$ cat config.mk
export PLATFORM = sky130hd
export DESIGN_NAME = lcd_fb_scheduler_flat
export DESIGN_NICKNAME = d
export VERILOG_FILES = /design/src/rtl/lcd_fb_scheduler_if.sv /design/src/rtl/lcd_fb_scheduler.sv /design/src/flat_wrapper.sv
export SDC_FILE = /design/constraint.sdc
export NUM_CORES = 1
export LEC_CHECK = 0
export BUFFER_PORTS_ARGS = -buffer_cell sky130_fd_sc_hd__buf_2
export CAP_MARGIN = 20
export CORE_UTILIZATION = 45
export DETAILED_ROUTE_END_ITERATION = 6
export HOLD_SLACK_MARGIN = 0.12
export PLACE_DENSITY = 0.86
export RECOVER_POWER = 100
export SYNTH_ARGS = -nofsm -noshare
export SYNTH_HDL_FRONTEND = slang
export SYNTH_SLANG_ARGS = --single-unit
$ cat constraint.sdc
create_clock -name iCLK -period 3.3 [get_ports iCLK]
set_clock_uncertainty 0.2 [all_clocks]
set_input_delay 0.99 -clock iCLK [delete_from_list [all_inputs] [get_ports iCLK]]
set_output_delay 0.99 -clock iCLK [all_outputs]
set_load 0.005 [all_outputs]
$ cat src/rtl/lcd_fb_scheduler_if.sv
// ---------------------------------------------------------------------------
// lcd_fb_scheduler_if
// Bundles the host access handshake and the shared frame-memory bus used by
// lcd_fb_scheduler.
//   iHOST_REQ   : host access request, held until acknowledged
//   iHOST_WE    : 1 = write, 0 = read
//   iHOST_ADDR  : host word address (19 bit)
//   iHOST_WDATA : host write data (16 bit)
//   oHOST_ACK   : one-cycle completion pulse
//   oHOST_RDATA : host read data, valid while oHOST_ACK = 1
//   oMEM_ADDR   : shared frame-memory address (19 bit)
//   oMEM_WE     : memory write enable
//   oMEM_WDATA  : memory write data (16 bit)
//   iMEM_RDATA  : memory read data, valid one cycle after the address
// Modports:
//   slave  - the scheduler's view (it serves the host and masters the memory)
//   master - the environment's view (host + memory model)
// ---------------------------------------------------------------------------
interface lcd_fb_scheduler_if;
  logic        iHOST_REQ;
  logic        iHOST_WE;
  logic [18:0] iHOST_ADDR;
  logic [15:0] iHOST_WDATA;
  logic        oHOST_ACK;
  logic [15:0] oHOST_RDATA;
  logic [18:0] oMEM_ADDR;
  logic        oMEM_WE;
  logic [15:0] oMEM_WDATA;
  logic [15:0] iMEM_RDATA;

  modport slave (
    input  iHOST_REQ, iHOST_WE, iHOST_ADDR, iHOST_WDATA, iMEM_RDATA,
    output oHOST_ACK, oHOST_RDATA, oMEM_ADDR, oMEM_WE, oMEM_WDATA
  );

  modport master (
    output iHOST_REQ, iHOST_WE, iHOST_ADDR, iHOST_WDATA, iMEM_RDATA,
    input  oHOST_ACK, oHOST_RDATA, oMEM_ADDR, oMEM_WE, oMEM_WDATA
  );
endinterface

$ cat src/rtl/lcd_fb_scheduler.sv
// ---------------------------------------------------------------------------
// lcd_fb_scheduler
// Single-port frame-memory arbiter between the LCD display fetch (burst reads
// into an external pixel FIFO) and a host read/write port.
// Ports:
//   iCLK        : single clock
//   iRST        : synchronous, active-high reset
//   iVSYNC      : one-cycle frame-start pulse (restarts the fetch pointer)
//   iFIFO_LEVEL : current external pixel FIFO occupancy (10 bit)
//   oFIFO_WR    : pixel FIFO write strobe
//   oFIFO_DATA  : pixel word to FIFO (16 bit)
//   oBUSY       : arbiter not idle
//   bus         : host handshake + memory bus (lcd_fb_scheduler_if.slave)
// ---------------------------------------------------------------------------
module lcd_fb_scheduler #(
  parameter int unsigned H_ACT      = 800,
  parameter int unsigned V_ACT      = 480,
  parameter int unsigned BURST      = 16,
  parameter int unsigned LOW_WM     = 64,
  parameter int unsigned FIFO_DEPTH = 512
) (
  input  logic              iCLK,
  input  logic              iRST,
  input  logic              iVSYNC,
  input  logic [9:0]        iFIFO_LEVEL,
  output logic              oFIFO_WR,
  output logic [15:0]       oFIFO_DATA,
  output logic              oBUSY,
  lcd_fb_scheduler_if.slave bus
);

  localparam int unsigned FRAME_WORDS = H_ACT * V_ACT;
  localparam int unsigned CW          = $clog2(BURST + 1);

  localparam logic [18:0]   FRAME_FC = 19'(FRAME_WORDS);
  localparam logic [18:0]   FP_LAST  = 19'(FRAME_WORDS - 1);
  localparam logic [9:0]    LOW_WM_L = 10'(LOW_WM);
  localparam logic [9:0]    OPP_WM_L = 10'(FIFO_DEPTH - BURST);
  localparam logic [CW-1:0] BURST_C  = CW'(BURST);

  typedef enum logic [1:0] {
    S_IDLE,
    S_DISP_BURST,
    S_HOST_ACC,
    S_HOST_WAIT
  } state_t;

  state_t        r_state;
  logic [18:0]   r_fp;        // next display word to fetch
  logic [18:0]   r_fc;        // display words fetched this frame
  logic [CW-1:0] r_cnt;       // addresses issued in the current burst
  logic          r_pend;      // vsync seen, not yet serviced
  logic          r_busy;
  logic          r_fifo_wr;
  logic          r_ack;
  logic [18:0]   r_mem_addr;
  logic          r_mem_we;
  logic [15:0]   r_mem_wdata;

  logic [18:0]   w_fp_next;
  logic [18:0]   w_fc_next;
  logic          w_frame_left;
  logic          w_urgent;
  logic          w_opp;
  logic          w_grant_disp;
  logic          w_burst_done;
  logic          w_issue;

  always_comb begin
    w_fp_next    = (r_fp == FP_LAST) ? '0 : r_fp + 19'd1;
    w_fc_next    = r_fc + 19'd1;
    w_frame_left = (r_fc < FRAME_FC);
    w_urgent     = w_frame_left && (iFIFO_LEVEL <= LOW_WM_L);
    w_opp        = w_frame_left && (iFIFO_LEVEL <= OPP_WM_L);
    // Host outranks opportunistic fetch, so once the FIFO is above the low
    // watermark a waiting host always wins the next grant after a burst.
    w_grant_disp = w_urgent || (!bus.iHOST_REQ && w_opp);
    // r_fc already counts the address on the bus this cycle.
    w_burst_done = (r_cnt == BURST_C) || (r_fc == FRAME_FC);
    w_issue      = ((r_state == S_IDLE) && !r_pend && w_grant_disp) ||
                   ((r_state == S_DISP_BURST) && !w_burst_done);
  end

  always_ff @(posedge iCLK) begin
    if (iRST) begin
      r_state     <= S_IDLE;
      r_fp        <= '0;
      r_fc        <= '0;
      r_cnt       <= '0;
      r_pend      <= 1'b0;
      r_busy      <= 1'b0;
      r_fifo_wr   <= 1'b0;
      r_ack       <= 1'b0;
      r_mem_addr  <= '0;
      r_mem_we    <= 1'b0;
      r_mem_wdata <= '0;
    end else begin
      // Every address issued in a burst cycle yields a FIFO word next cycle,
      // including the last one after the FSM has already left the burst.
      r_fifo_wr   <= (r_state == S_DISP_BURST);
      r_ack       <= 1'b0;
      r_mem_addr  <= '0;
      r_mem_we    <= 1'b0;
      r_mem_wdata <= '0;

      if (iVSYNC) begin
        r_pend <= 1'b1;
      end

      if (w_issue) begin
        r_mem_addr <= r_fp;
        r_fp       <= w_fp_next;
        r_fc       <= w_fc_next;
      end

      case (r_state)
        S_IDLE: begin
          if (r_pend) begin
            r_fp   <= '0;
            r_fc   <= '0;
            r_pend <= iVSYNC;
          end else if (w_grant_disp) begin
            r_state <= S_DISP_BURST;
            r_busy  <= 1'b1;
            r_cnt   <= CW'(1);
          end else if (bus.iHOST_REQ) begin
            r_state     <= S_HOST_ACC;
            r_busy      <= 1'b1;
            r_mem_addr  <= bus.iHOST_ADDR;
            r_mem_we    <= bus.iHOST_WE;
            r_mem_wdata <= bus.iHOST_WDATA;
          end
        end
        S_DISP_BURST: begin
          if (w_burst_done) begin
            r_state <= S_IDLE;
            r_busy  <= 1'b0;
          end else begin
            r_cnt <= r_cnt + CW'(1);
          end
        end
        S_HOST_ACC: begin
          r_state <= S_HOST_WAIT;
          r_ack   <= 1'b1;
        end
        S_HOST_WAIT: begin
          r_state <= S_IDLE;
          r_busy  <= 1'b0;
        end
        default: begin
          r_state <= S_IDLE;
          r_busy  <= 1'b0;
        end
      endcase
    end
  end

  // Memory read data arrives one cycle after the address, aligned with the
  // registered strobes, so it is forwarded under those strobes.
  assign oFIFO_WR        = r_fifo_wr;
  assign oFIFO_DATA      = r_fifo_wr ? bus.iMEM_RDATA : '0;
  assign oBUSY           = r_busy;
  assign bus.oHOST_ACK   = r_ack;
  assign bus.oHOST_RDATA = r_ack ? bus.iMEM_RDATA : '0;
  assign bus.oMEM_ADDR   = r_mem_addr;
  assign bus.oMEM_WE     = r_mem_we;
  assign bus.oMEM_WDATA  = r_mem_wdata;

endmodule

$ cat src/flat_wrapper.sv
// flat-port wrapper written by rule: the top's interface ports become plain ports
module lcd_fb_scheduler_flat 
#(
  parameter int unsigned H_ACT      = 800,
  parameter int unsigned V_ACT      = 480,
  parameter int unsigned BURST      = 16,
  parameter int unsigned LOW_WM     = 64,
  parameter int unsigned FIFO_DEPTH = 512
)
  (iCLK, iRST, iVSYNC, iFIFO_LEVEL, oFIFO_WR, oFIFO_DATA, oBUSY, bus_iHOST_REQ, bus_iHOST_WE, bus_iHOST_ADDR, bus_iHOST_WDATA, bus_iMEM_RDATA, bus_oHOST_ACK, bus_oHOST_RDATA, bus_oMEM_ADDR, bus_oMEM_WE, bus_oMEM_WDATA);
  lcd_fb_scheduler_if bus_i ();
  input  logic iCLK;
  input  logic iRST;
  input  logic iVSYNC;
  input  logic [9:0] iFIFO_LEVEL;
  output logic oFIFO_WR;
  output logic [15:0] oFIFO_DATA;
  output logic oBUSY;
  input wire logic [$bits(bus_i.iHOST_REQ)-1:0] bus_iHOST_REQ;
  input wire logic [$bits(bus_i.iHOST_WE)-1:0] bus_iHOST_WE;
  input wire logic [$bits(bus_i.iHOST_ADDR)-1:0] bus_iHOST_ADDR;
  input wire logic [$bits(bus_i.iHOST_WDATA)-1:0] bus_iHOST_WDATA;
  input wire logic [$bits(bus_i.iMEM_RDATA)-1:0] bus_iMEM_RDATA;
  output wire logic [$bits(bus_i.oHOST_ACK)-1:0] bus_oHOST_ACK;
  output wire logic [$bits(bus_i.oHOST_RDATA)-1:0] bus_oHOST_RDATA;
  output wire logic [$bits(bus_i.oMEM_ADDR)-1:0] bus_oMEM_ADDR;
  output wire logic [$bits(bus_i.oMEM_WE)-1:0] bus_oMEM_WE;
  output wire logic [$bits(bus_i.oMEM_WDATA)-1:0] bus_oMEM_WDATA;
  assign bus_i.iHOST_REQ = bus_iHOST_REQ;
  assign bus_i.iHOST_WE = bus_iHOST_WE;
  assign bus_i.iHOST_ADDR = bus_iHOST_ADDR;
  assign bus_i.iHOST_WDATA = bus_iHOST_WDATA;
  assign bus_i.iMEM_RDATA = bus_iMEM_RDATA;
  assign bus_oHOST_ACK = bus_i.oHOST_ACK;
  assign bus_oHOST_RDATA = bus_i.oHOST_RDATA;
  assign bus_oMEM_ADDR = bus_i.oMEM_ADDR;
  assign bus_oMEM_WE = bus_i.oMEM_WE;
  assign bus_oMEM_WDATA = bus_i.oMEM_WDATA;
  lcd_fb_scheduler #(.H_ACT(H_ACT), .V_ACT(V_ACT), .BURST(BURST), .LOW_WM(LOW_WM), .FIFO_DEPTH(FIFO_DEPTH)) u_core (.iCLK(iCLK), .iRST(iRST), .iVSYNC(iVSYNC), .iFIFO_LEVEL(iFIFO_LEVEL), .oFIFO_WR(oFIFO_WR), .oFIFO_DATA(oFIFO_DATA), .oBUSY(oBUSY), .bus(bus_i));
endmodule
**Yosys cells after proc, flatten, opt, wreduce, memory -nomap -nowiden**

Cells that the tools add are included.

- Bits in registers: 85
- Input bits: 66
- Output and inout port bits: 71

- $add $sub $neg: 3
- Order comparisons: 3
- Equality and inequality tests: 11
- Multiplexer cells: 32
- Bitwise gates (word level): 2
- Reductions and logical operators: 19

Operators by type and width:

| kind | count |
|---|---|
| $mux 19 | 12 |
| $add 19x1->19 const B | 2 |
| $eq 19x19->1 const B | 2 |
| $mux 16 | 2 |
| $lt 19x19->1 const B | 1 |
| $mux 5 | 3 |
| $le 10x7->1 const B | 1 |
| $le 10x9->1 const B | 1 |
| $pmux 5 s2 | 1 |
| $mux 1 | 8 |
| $mux 2 | 4 |
| $pmux 2 s4 | 1 |
| $reduce_and 4->1 | 2 |
| $logic_and 1x1->1 | 6 |
| $add 5x1->5 const B | 1 |
| $eq 5x5->1 const B | 1 |
| $reduce_or 5->1 | 1 |
| $eq 2x2->1 const B | 2 |
| $ne 2x1->1 const B | 2 |
| $ne 2x2->1 const B | 2 |
| $logic_not 1->1 | 3 |
| $logic_or 1x1->1 | 3 |
| $ne 3x2->1 const B | 1 |
| $pmux 1 s3 | 1 |
| 6 further kinds | 7 |

**Logic depth before layout (Yosys ltp)**

- Word-level depth: 11
- Depth in mapped cells: 10

**Least setup slack after synthesis**

OpenSTA, ideal clock, no wires.

- Kind: in2reg
- Start point: input iFIFO_LEVEL[0]
- End point: register u_core.r_fc[13]
- Library setup time: 70 ps
- Arrival: 3127 ps
- Slack: -97 ps
- Stages on the path: 7
- Path through: or4_4 > or3_4 > a311oi_4 > a21oi_2 > buf_6 > or4_1 > a21oi_1

- Word-level cells in the longest chain between the ends: 9
- Elaborated cells between the ends (all ways): 11
- Classes of those cells: order compare: 2; mux: 3; reduce/logical: 6

Ends and longest elaborated chain:

| item | line | RTL |
|---|---|---|
| start: declaration | flat_wrapper.sv:15 | `input logic [9:0] iFIFO_LEVEL;` |
| $le 10x9->1 | lcd_fb_scheduler.sv:74 | `w_opp = w_frame_left && (iFIFO_LEVEL <= OPP_WM_L);` |
| $logic_and 1x1->1 | lcd_fb_scheduler.sv:74 |  |
| $logic_and 1x1->1 | lcd_fb_scheduler.sv:77 | `w_grant_disp = w_urgent \|\| (!bus.iHOST_REQ && w_opp);` |
| $logic_or 1x1->1 (*) | lcd_fb_scheduler.sv:77 |  |
| $logic_and 1x1->1 (*) | lcd_fb_scheduler.sv:80 | `w_issue = ((r_state == S_IDLE) && !r_pend && w_grant_disp) \|\|` |
| $logic_or 1x1->1 (*) | lcd_fb_scheduler.sv:80 |  |
| $mux 19 (*) | lcd_fb_scheduler.sv:110 | `if (w_issue) begin` |
| $mux 19 | lcd_fb_scheduler.sv:118 | `if (r_pend) begin` |
| $mux 19 (*) | lcd_fb_scheduler.sv:116 | `case (r_state)` |
| end signal: assignment | lcd_fb_scheduler.sv:113 | `r_fc <= w_fc_next;` |
| end: declaration | lcd_fb_scheduler.sv:50 | `logic [18:0] r_fc;` |

Mark *: on every way between the ends. The rest lies on a longest branch, timed or not.
A chain may end at the register's enable or synchronous reset.

**Final worst setup path**

- Start point: input iFIFO_LEVEL[0]
- End point: register u_core.r_fc[9]

Same word-level chain as after synthesis.

==> key figures <==
Synth
  • Top-count cell post-synth: dfxtp_1
  • Async set or reset register ratio after synthesis: 0%
  • Synth Warn #: 0
  • Syn_nets: between 400 and 500
  • Synth top area cells: dfxtp_1 45%, and2_1 8.8%, a22o_1 4.4%, a21oi_1 4.2%, nand3_1 3.2%
  • Synthesized instance count: 420
  • Avg Cell Area, Syn: 9.003 µm²
  • Post-synthesis register bit count: between 80 and 90
  • Post-synth top flop: dfxtp_1
  • Sequential area share after synthesis: between 40% and 50%
  • Top post-synthesis cells by count: 85 x dfxtp_1, 53 x and2_1, 32 x a21oi_1, 26 x nand2_1, 24 x nand3_1
  • Top-area cell type share of the netlist area: a little under half
  • Area of the mapped netlist: 0.003781 mm²
  • Synth cell types: 51
  • Number of enable flip-flop cells after synthesis: 0
  • Synth area leader: dfxtp_1

Outcome
  • Status: completed

Hold path
  • Hold_sp: u_core.oBUSY$_SDFFE_PP0P_
  • Worst hold endpoint: u_core.oBUSY$_SDFFE_PP0P_
  • Hold-critical path depth: 2
  • Hold Path Class: reg2reg

Layout
  • Antenna cells: 0
  • Filler-free cell count of the finished design: just under 700
  • Share of layout cells above drive strength 1: between 20% and 30%
  • Syn-to-layout area delta: 27.96%
  • Fin area: roughly 0.0048 mm²
  • Nets: 643

CTS
  • H-tree levels: 3
  • CTS Hold Bufs: 0
  • Clk slew on worst S/H paths: about 0.090 ns
  • Clock Root Buffer: clkbuf_8
  • Num CTS Buffers: 9
  • Post-CTS setup buffers: 0
  • Post-CTS resize count: 0
  • Worst-skew pair later-pin latency: about 0.37 ns
  • Clock buffer depth: 2
  • CTS sink cnt: 85
  • CTS tree: done

Drt
  • Final ANT Viol Nets: 0
  • DR iter-0 viols: approximately 220
  • Vias per cell: approximately 5.6
  • Routed len/inst: 14.34 µm
  • DRC errors left: 0
  • Drt pass-1 iters: 4
  • WL final: 9.778 mm
  • Via Count: approximately 3800

Placement
  • Placed cells: approximately 660
  • # port buffers: between 100 and 150
  • Dpl ws: -0.2983 ns
  • HPWL after detailed placement: just over 7 mm
  • Final estimated routing congestion in global placement: ~0.9
  • Area after DPL: 0.004732 mm²

Timing
  • FMAX: 311.3 MHz
  • Slew Limit Fails: 0
  • Final Cycle Share: slightly below 100%
  • Final setup fails: 0
  • Worst slew pin tran: roughly 0.67 ns
  • Hold WS: roughly 0.29 ns
  • Final WS setup: 0.08715 ns
  • Final Critical Period: 3.213 ns
  • Unrepaired setup endpoints after global routing: false
  • Final number of hold-violating endpoints: 0
  • Rel. slew slack: between 50% and 60%

Global routing
  • Grt total ovfl: 0
  • Total GRT Usage: approximately 22%
  • Vias in the first global route: between 3000 and 4000
  • First-pass GRT wire length: 15.12 mm
  • Largest net degree at the start of global routing: 27
  • Initial antenna violation count: 0

Floorplanning
  • Die H: 93.67 µm
  • Placeable Area: slightly above 0.008 mm²
  • Num ports: about 140
  • Starting density of the core: approximately 46%
  • Num rows: 33
  • Die Width: about 94 µm
  • Die ar.: 0.008773 mm²

Critical path
  • R2r setup slk: ~0.60 ns
  • R2R depth: 9
  • Worst path arrival time: 3.31 ns
  • Kind of end point of the critical path: flip-flop
  • Critical path peak fanout: 13
  • R2r endpoint: u_core.r_fp[7]$_SDFF_PP0_
  • Worst r2r src: u_core.r_fc[0]$_SDFF_PP0_
  • Required time of the critical path: around 3.4 ns
  • Setup CP Type: in2reg
  • Startpoint type of the worst setup path: primary input

Job
  • Max Cap Violations: 0

Pwr
  • Pwr dens: ~430 mW/mm²
  • Leak Pwr: a little under 2 nW
  • Total power: between 2 and 2.5 mW
  • Max VDD drop: approximately 0.17 mV
[kinds of logic after synthesis]
kind of cell,share of synthesized area (%)
AOI/OAI and AO/OA,19.46
xor gates and xnor gates,0.4634
adders and majority gates,1.655
buffers and inverters,3.210
DFF,45.00
muxes,1.324
and+or+nand+nor,28.89
[placed cells by master (no fill, tap or decap), drive strengths merged, types with 12 or more instances in the layout]
master,count
a21oi,34
a22o,19
and2,53
and3,14
buf,106
clkbuf,64
dfxtp,85
inv,13
nand2,26
nand3,24
nor2,14
o21ai,21
or3,12
or4,16
[worst max-delay path, cell delays in order]
cell	delay, ns
buf_2	0.09
or4_4	0.52
or3_4	0.41
a311oi_4	0.33
a21oi_4	0.19
clkbuf_2	0.22
or3_1	0.38
a21oi_1	0.17
[per-layer routing]
layer / track usage [%] / vias up / wire [µm] / part of all wire (%)
met5: 0 / - / 0 / 0
li1: - / 1840 / - / -
met3: 4.531 / 26 / 624 / 6.4
met1: 25.99 / 1776 / 4169 / 43
met4: 10.77 / 0 / 256 / 2.6
met2: 37.87 / 154 / 4727 / 48
[flip-flops by register name (all words and copies together) (netlist names)]
name	count
u_core.bus.oMEM_ADDR	19
u_core.r_fc	19
u_core.bus.oMEM_WDATA	16
u_core.oBUSY	1
u_core.bus.oHOST_ACK	1
u_core.oFIFO_WR	1
u_core.r_pend	1
u_core.r_state	2
u_core.bus.oMEM_WE	1
u_core.r_fp	19
u_core.r_cnt	5
[stage by stage]
stage | TNS [ns] | utilization, %
after floorplan | -0.08440 | -
after global placement | -8.344 | 57.88
after detailed placement | -13.65 | 57.88
after CTS | 0 | 60.12
after global routing | 0 | 59.18
final | 0 | 59.18
[worst max path at each step]
stage                    from                          to  slack (ns)  cells past startpoint
6_report       iFIFO_LEVEL[0]   u_core.r_fc[9]$_SDFF_PP0_        0.09                      8
5_1_grt        iFIFO_LEVEL[0]   u_core.r_fc[9]$_SDFF_PP0_        0.01                      8
3_5_place_dp   iFIFO_LEVEL[0]   u_core.r_fc[4]$_SDFF_PP0_       -0.30                      8
4_1_cts        iFIFO_LEVEL[0]   u_core.r_fc[9]$_SDFF_PP0_        0.08                      8
3_3_place_gp   iFIFO_LEVEL[0]   u_core.r_fc[9]$_SDFF_PP0_       -0.18                      8
2_1_floorplan  iFIFO_LEVEL[0]  u_core.r_fc[13]$_SDFF_PP0_       -0.02                      8
[layout make-up]
type	count	area, µm²
fillers	726	3337
well taps	105	131.4
multi-input cells	306	1983
clock buffers	11	141.4
flip-flops and latches	85	1702
repair buffers	159	798.3
clock inverters	5	41.29
inverters	11	41.29
[report_power, final]
| group | leakage [nW] | total, mW | switching [mW] | internal [mW] |
|---|---|---|---|---|
| logic | 1.19 | 0.282 | 0.158 | 0.124 |
| registers | 0.689 | 1.08 | 0.0252 | 1.06 |
| clock network | 0.0918 | 0.694 | 0.391 | 0.302 |
Power figures use the tool's default switching activity.
